`config.mk`:
```
export PLATFORM = sky130hd
export DESIGN_NAME = mem_port_arbiter_flat
export DESIGN_NICKNAME = d
export VERILOG_FILES = /design/src/rtl/mem_port_arbiter_if.sv /design/src/rtl/mem_port_arbiter.sv /design/src/flat_wrapper.sv
export SDC_FILE = /design/constraint.sdc
export NUM_CORES = 1
export LEC_CHECK = 0
export ABC_AREA = 1
export CAP_MARGIN = 20
export CORE_ASPECT_RATIO = 1.75
export CORE_MARGIN = 1.5
export CORE_UTILIZATION = 44
export CTS_CLUSTER_SIZE = 30
export DETAILED_ROUTE_END_ITERATION = 8
export GPL_TIMING_DRIVEN = 1
export PLACE_DENSITY = 0.93
export SETUP_SLACK_MARGIN = 0.3
export SKIP_LAST_GASP = 1
export SYNTH_ARGS = -nofsm -noshare
export SYNTH_HDL_FRONTEND = slang
export SYNTH_SLANG_ARGS = --single-unit
```
`constraint.sdc`:
```
create_clock -name clk -period 3.3 [get_ports clk]
set_clock_uncertainty 0.15 [all_clocks]
set_input_delay 0.99 -clock clk [delete_from_list [all_inputs] [get_ports clk]]
set_output_delay 0.99 -clock clk [all_outputs]
set_load 0.02 [all_outputs]
```
`src/rtl/mem_port_arbiter_if.sv`:
```
// Bundle of the fetch, load/store and memory-macro signals around the shared port.
// The arbiter takes the slave view; the core/memory side takes the master view.
interface mem_port_arbiter_if #(
   parameter int ADDR_WIDTH = 32,
   parameter int DATA_WIDTH = 32
);
   logic                  iReq;
   logic [ADDR_WIDTH-1:0] iAddr;
   logic                  iAck;
   logic [DATA_WIDTH-1:0] iRdata;
   logic                  dReq;
   logic                  dWe;
   logic [ADDR_WIDTH-1:0] dAddr;
   logic [DATA_WIDTH-1:0] dWdata;
   logic                  dAck;
   logic [DATA_WIDTH-1:0] dRdata;
   logic                  memEn;
   logic                  memWe;
   logic [ADDR_WIDTH-1:0] memAddr;
   logic [DATA_WIDTH-1:0] memWdata;
   logic [DATA_WIDTH-1:0] memRdata;
   logic                  busy;

   modport slave (
      input  iReq, iAddr, dReq, dWe, dAddr, dWdata, memRdata,
      output iAck, iRdata, dAck, dRdata, memEn, memWe, memAddr, memWdata, busy
   );

   modport master (
      output iReq, iAddr, dReq, dWe, dAddr, dWdata, memRdata,
      input  iAck, iRdata, dAck, dRdata, memEn, memWe, memAddr, memWdata, busy
   );
endinterface

```
`src/rtl/mem_port_arbiter.sv`:
```
// Arbitrates fetch and load/store requesters onto one memory port, one
// multicycle transaction at a time (IDLE -> ISSUE -> WAIT -> RESP).
module mem_port_arbiter #(
   parameter int ADDR_WIDTH  = 32,
   parameter int DATA_WIDTH  = 32,
   parameter int MEM_LATENCY = 2
) (
   input logic               clk,
   input logic               rst_n,
   mem_port_arbiter_if.slave bus
);
   localparam int CW = $clog2(MEM_LATENCY + 1);

   typedef enum logic [1:0] {IDLE, ISSUE, WAIT, RESP} state_t;

   state_t                state_q, state_d;
   logic                  last_d_q;   // 1 = data port won the last grant
   logic                  owner_d_q;  // 1 = current transaction belongs to data port
   logic                  we_q;
   logic [CW-1:0]         cnt_q;
   logic [ADDR_WIDTH-1:0] mem_addr_q;
   logic [DATA_WIDTH-1:0] mem_wdata_q;
   logic [DATA_WIDTH-1:0] irdata_q;
   logic [DATA_WIDTH-1:0] drdata_q;
   logic                  grant;
   logic                  grant_d;

   always_comb begin
      state_d = state_q;
      grant   = 1'b0;
      grant_d = 1'b0;
      case (state_q)
         IDLE: begin
            if (bus.iReq || bus.dReq) begin
               grant   = 1'b1;
               grant_d = bus.dReq && (!bus.iReq || !last_d_q);
               state_d = ISSUE;
            end
         end
         ISSUE:   state_d = we_q ? RESP : WAIT;
         WAIT:    if (cnt_q == CW'(1)) state_d = RESP;
         RESP:    state_d = IDLE;
         default: state_d = IDLE;
      endcase
   end

   always_ff @(posedge clk) begin
      if (!rst_n) begin
         state_q     <= IDLE;
         last_d_q    <= 1'b1;
         owner_d_q   <= 1'b0;
         we_q        <= 1'b0;
         cnt_q       <= '0;
         mem_addr_q  <= '0;
         mem_wdata_q <= '0;
         irdata_q    <= '0;
         drdata_q    <= '0;
      end else begin
         state_q <= state_d;
         if (grant) begin
            last_d_q   <= grant_d;
            owner_d_q  <= grant_d;
            we_q       <= grant_d & bus.dWe;
            mem_addr_q <= grant_d ? bus.dAddr : bus.iAddr;
            if (grant_d) mem_wdata_q <= bus.dWdata;
         end
         if (state_q == ISSUE && !we_q) begin
            cnt_q <= CW'(MEM_LATENCY);
         end else if (state_q == WAIT) begin
            cnt_q <= cnt_q - CW'(1);
         end
         // Last WAIT cycle is exactly MEM_LATENCY cycles after memEn.
         if (state_q == WAIT && cnt_q == CW'(1)) begin
            if (owner_d_q) drdata_q <= bus.memRdata;
            else           irdata_q <= bus.memRdata;
         end
      end
   end

   // Strobes and acks decode from registered state only.
   assign bus.memEn    = (state_q == ISSUE);
   assign bus.memWe    = (state_q == ISSUE) && we_q;
   assign bus.busy     = (state_q != IDLE);
   assign bus.iAck     = (state_q == RESP) && !owner_d_q;
   assign bus.dAck     = (state_q == RESP) && owner_d_q;
   assign bus.memAddr  = mem_addr_q;
   assign bus.memWdata = mem_wdata_q;
   assign bus.iRdata   = irdata_q;
   assign bus.dRdata   = drdata_q;
endmodule

```
`src/flat_wrapper.sv`:
```
// flat-port wrapper written by rule: the top's interface ports become plain ports
module mem_port_arbiter_flat 
#(
   parameter int ADDR_WIDTH  = 32,
   parameter int DATA_WIDTH  = 32,
   parameter int MEM_LATENCY = 2
)
  (clk, rst_n, bus_iReq, bus_iAddr, bus_dReq, bus_dWe, bus_dAddr, bus_dWdata, bus_memRdata, bus_iAck, bus_iRdata, bus_dAck, bus_dRdata, bus_memEn, bus_memWe, bus_memAddr, bus_memWdata, bus_busy);
  mem_port_arbiter_if #(.ADDR_WIDTH(ADDR_WIDTH), .DATA_WIDTH(DATA_WIDTH)) bus_i ();
  input logic clk;
  input logic rst_n;
  input wire logic [$bits(bus_i.iReq)-1:0] bus_iReq;
  input wire logic [$bits(bus_i.iAddr)-1:0] bus_iAddr;
  input wire logic [$bits(bus_i.dReq)-1:0] bus_dReq;
  input wire logic [$bits(bus_i.dWe)-1:0] bus_dWe;
  input wire logic [$bits(bus_i.dAddr)-1:0] bus_dAddr;
  input wire logic [$bits(bus_i.dWdata)-1:0] bus_dWdata;
  input wire logic [$bits(bus_i.memRdata)-1:0] bus_memRdata;
  output wire logic [$bits(bus_i.iAck)-1:0] bus_iAck;
  output wire logic [$bits(bus_i.iRdata)-1:0] bus_iRdata;
  output wire logic [$bits(bus_i.dAck)-1:0] bus_dAck;
  output wire logic [$bits(bus_i.dRdata)-1:0] bus_dRdata;
  output wire logic [$bits(bus_i.memEn)-1:0] bus_memEn;
  output wire logic [$bits(bus_i.memWe)-1:0] bus_memWe;
  output wire logic [$bits(bus_i.memAddr)-1:0] bus_memAddr;
  output wire logic [$bits(bus_i.memWdata)-1:0] bus_memWdata;
  output wire logic [$bits(bus_i.busy)-1:0] bus_busy;
  assign bus_i.iReq = bus_iReq;
  assign bus_i.iAddr = bus_iAddr;
  assign bus_i.dReq = bus_dReq;
  assign bus_i.dWe = bus_dWe;
  assign bus_i.dAddr = bus_dAddr;
  assign bus_i.dWdata = bus_dWdata;
  assign bus_i.memRdata = bus_memRdata;
  assign bus_iAck = bus_i.iAck;
  assign bus_iRdata = bus_i.iRdata;
  assign bus_dAck = bus_i.dAck;
  assign bus_dRdata = bus_i.dRdata;
  assign bus_memEn = bus_i.memEn;
  assign bus_memWe = bus_i.memWe;
  assign bus_memAddr = bus_i.memAddr;
  assign bus_memWdata = bus_i.memWdata;
  assign bus_busy = bus_i.busy;
  mem_port_arbiter #(.ADDR_WIDTH(ADDR_WIDTH), .DATA_WIDTH(DATA_WIDTH), .MEM_LATENCY(MEM_LATENCY)) u_core (.clk(clk), .rst_n(rst_n), .bus(bus_i));
endmodule
```
Word level (Yosys, flattened, before mapping). Index checks and enable logic that the tools add are counted. W data, S select, Z words.

Mux-type cells: 11. Reduce and logical (&&, ||, !) cells: 20. Add/sub/neg operators: 1. Bitwise operators: 3. Equality and inequality tests: 6.

Operators by type and width (count): $mux W32 (1); $mux W2 (4); $pmux W2 S4 (1); $reduce_and A2 Y1 (4); $logic_and A1 B1 Y1 (6); $mux W1 (5); $eq A2 B1 Y1 const B (2); $eq A2 B2 Y1 const B (2); $logic_not A1 Y1 (4); $ne A2 B1 Y1 const B (2); $reduce_bool A2 Y1 (2); $logic_not A2 Y1 (1); $logic_or A1 B1 Y1 (2); $not A1 Y1 (2); $reduce_or A2 Y1 (1); $sub A2 B1 Y2 const B (1); $and A1 B1 Y1 (1).

Input port bits: 133. Output and inout bits: 133. Word-level logic and storage cells: 51. Register bits: 135.

Longest topological paths before layout.
Word-level depth: 6. Depth in mapped cells: 11.

Least setup slack after synthesis. OpenSTA, ideal clock, no wires.

Path kind: flip-flop to output port. Start: reg u_core.state_q[1]. End: out bus_memWe. Buffers on the path: 0. Data arrival time: 0.924 ns. Required time: 2.160 ns. Cell stages (with the launch flop): 5. Slack: 1.236 ns. Cell sequence: dfxtp_1 -> inv_1 -> ha_1 -> nand2_1 -> inv_1.

Longest elaborated chain between the ends: 2.

RTL lines: from (decl) (RTL line mem_port_arbiter.sv:16) `state_t state_q, state_d;`; from (signal assigned) (RTL line mem_port_arbiter.sv:59) `state_q <= state_d;`; $eq A2 B1 Y1; named net bus_memEn (RTL line flat_wrapper.sv:23) `output wire logic [$bits(bus_i.memEn)-1:0] bus_memEn;`; $logic_and A1 B1 Y1 (RTL line mem_port_arbiter.sv:82) `assign bus.memWe = (state_q == ISSUE) && we_q;`; to (decl) (RTL line flat_wrapper.sv:24) `output wire logic [$bits(bus_i.memWe)-1:0] bus_memWe;`.

The timed path passes the listed nets, and every way through them passes these cells.

Final worst setup path.
Start: reg u_core.state_q[1]. End: out bus_memEn.

Longest elaborated chain between the ends: 1.

RTL lines: $eq A2 B1 Y1 (RTL line mem_port_arbiter.sv:81) `assign bus.memEn = (state_q == ISSUE);`; to (decl) (RTL line flat_wrapper.sv:23).

No other way between the ends.

==> flow_summary.ini <==
[outcome]
status = finished clean

[placement]
gp_congestion = 0.833
place_area_um2 = 8100
dp_hpwl_um = 11600
numPortBuffers = 265
place_inst = 1146

[clocking]
clk_path_buf_depth = 2
cts_resized = 1
cts_sinks = 135
clkTransAtPathRegs_ns = 0.06
cts-buffers-inserted = 17
postCtsSetupBuffers = 0
insertion_delay_ns = 0.40
h-tree-depth = 4
cts_hold_buf = 0
cts_tree = built
cts_root_buffer = clkbuf_16

[layout]
drive_above_1_share_pct = 5.22
regArea_um2 = 2700
num_antenna_cells = 0
final_cells = 1180
syn_to_final_growth_pct = 61.1
n_fill_cell = 879
multiInputGateArea_um2 = 2160
layout.nets = 1140
stdcell_area_um2 = 8750

[synth]
synth-edff-count = 0
async_reset_ff_share_pct = 0
synth_fp_nets = 894
synthMostInstantiatedCell = nor2_1
ys_types = 20
synthTopCellsByCount = 197 x nor2_1, 135 x dfxtp_1, 81 x nand2_1, 80 x o21ai_0, 76 x inv_1
yosys.area.top_type_share_pct = 49.7
ys_seq_area_share_pct = 49.7
syn_area_um2 = 5430
synth_ff_type = dfxtp_1
synth_seq_cells = 135
yosysWarnings = 0
synth_cells = 756
synth_top_area_cell = dfxtp_1
synth.avg_cell_area_um2 = 7.19
synth_area_leaders = dfxtp_1 50%, nor2_1 14%, o21ai_0 7.4%

[grt]
grt_util_all_layers_pct = 24.7
grt_max_degree = 73
grt_first_pass_wirelength_um = 25200
antenna_found_initial = 0
grt_pass1_vias = 5362
grt-ovfl-total = 0

[worst_setup_path]
endpoint_kind = primary output
path_cells = inv_1 > ha_1 > clkdlybuf4s50_1
worstPathMaxFanout = 5
cp_top_family = buffers and inverters
cp-start-kind = flop
required_ns = 2.16
crit_type = reg2out
crit_start = u_core.state_q[1]$_SDFFE_PN0P_
path_buf_inv = 2
arrival_ns = 1.72
cpPeakStageDelay_ns = 0.65
cp_slowest_cell = clkdlybuf4s50_1
reg2reg_from = u_core.state_q[0]$_SDFFE_PN0P_

[timing]
rsz0062_at_grt = no
hold_violations = 0
timing.hold.ws_ns = 0.294
setup_tns_ns = 0
fmax_mhz = 350
slew_headroom_pct = 57.6
min_period_over_period_pct = 86.7
tightest_slew_ns = 0.634
min_period_ns = 2.86
finalMaxSlewViolations = 0
setup_viol = 0

[routing]
num_vias = 5682
initialDrtViolationCount = 236
postRouteAntennaNets = 0
drcViolationCount = 0
firstDrtPassIters = 6
wl_um = 16100
via_per_inst = 4.82
wl_per_cell_um = 13.6

[die]
row_count = 53
dieWidth_um = 87.0
die_y_um = 150
die_area_um2 = 13100
core_um2 = 12000
io_pins = 266
initial_utilization_pct = 45.3

[job]
cap_violations = 0

[power_and_ir_drop]
p_per_area_nw_per_um2 = 709
vdd_drop_max_mv = 0.528
p_leak_uw = 0.00377

[hold_path]
worst_hold_path_type = reg2reg
min_from = u_core.bus.dRdata[20]$_SDFFE_PN0P_
[final timing paths]
kind | endpoint | slack [ns] | cells after the start
max | bus_memEn | 0.44 | 3
min | u_core.bus.dRdata[20]$_SDFFE_PN0P_ | 0.29 | 2
max reg2reg | u_core.bus.iRdata[18]$_SDFFE_PN0P_ | 1.20 | 9
min reg2reg | u_core.bus.dRdata[20]$_SDFFE_PN0P_ | 0.29 | 2
[cell families after synthesis]
family,Yosys count,share of synthesized area [%]
simple gates,350,26.0
compound gates,136,12.6
flops,135,49.7
buf+inv,130,10.5
fa+ha+maj,5,1.15
[area by class of cell]
class                           count  area share (%)
Tap cell                          165            2.36
Clock buffer                       18            4.90
Timing Repair Buffer              277            31.8
Sequential cell                   135            30.9
Inverter                           80            3.45
Clock inverter                     14            1.87
Multi-Input combinational cell    491            24.7
[state kept, by name, indices dropped and copies added, names as in the netlist, 2 cells and up]
register	cells
u_core.bus.dRdata	32
u_core.bus.iRdata	32
u_core.bus.memAddr	32
u_core.bus.memWdata	32
u_core.cnt_q	2
u_core.state_q	2
[power by group]
part | switching (uW) | leakage (uW) | internal [uW] | total [uW]
combinational | 1240 | 0.00238 | 960 | 2200
clock | 759 | 0.000286 | 1140 | 1890
sequential | 169 | 0.00110 | 1940 | 2110
[tightest hold or removal path, delay by kind of cell, from the launching register on]
family,cells,cell delay (ns)
compound gates,1,0.05
buf+inv,1,0.05
flops,1,0.31
[metrics by stage]
| stage | power, uW | worst slack (ns) | utilization, % |
|---|---|---|---|
| 2_1_floorplan | 3420 | 1.24 | - |
| 3_3_place_gp | 4280 | 0.671 | 67.5 |
| 3_5_place_dp | 4340 | 0.651 | 67.5 |
| 4_1_cts | 6250 | 0.317 | 72.4 |
| 5_1_grt | 6560 | 0.345 | 72.9 |
| 6_report | 6210 | 0.439 | 72.9 |
[layout by cell type, fill, tap and decap left out, drive strengths merged, types with 3 or more instances in the layout]
master           n
a21oi           36
buf             13
clkbuf          18
clkdlybuf4s50  260
clkinv           4
dfxtp          135
dlymetal6s2s     3
ha               5
inv             86
nand2           82
nand3           68
nor2           200
o21ai           99
[routing by layer]
metal,GRT usage [%],up-vias,wire [um]
met5,0,-,0
met4,11.5,0,548
met3,7.17,44,1220
met2,45.0,254,8560
met1,25.3,2518,5740
li1,-,2866,-
No activity file was read; power rests on OpenSTA's default activity.
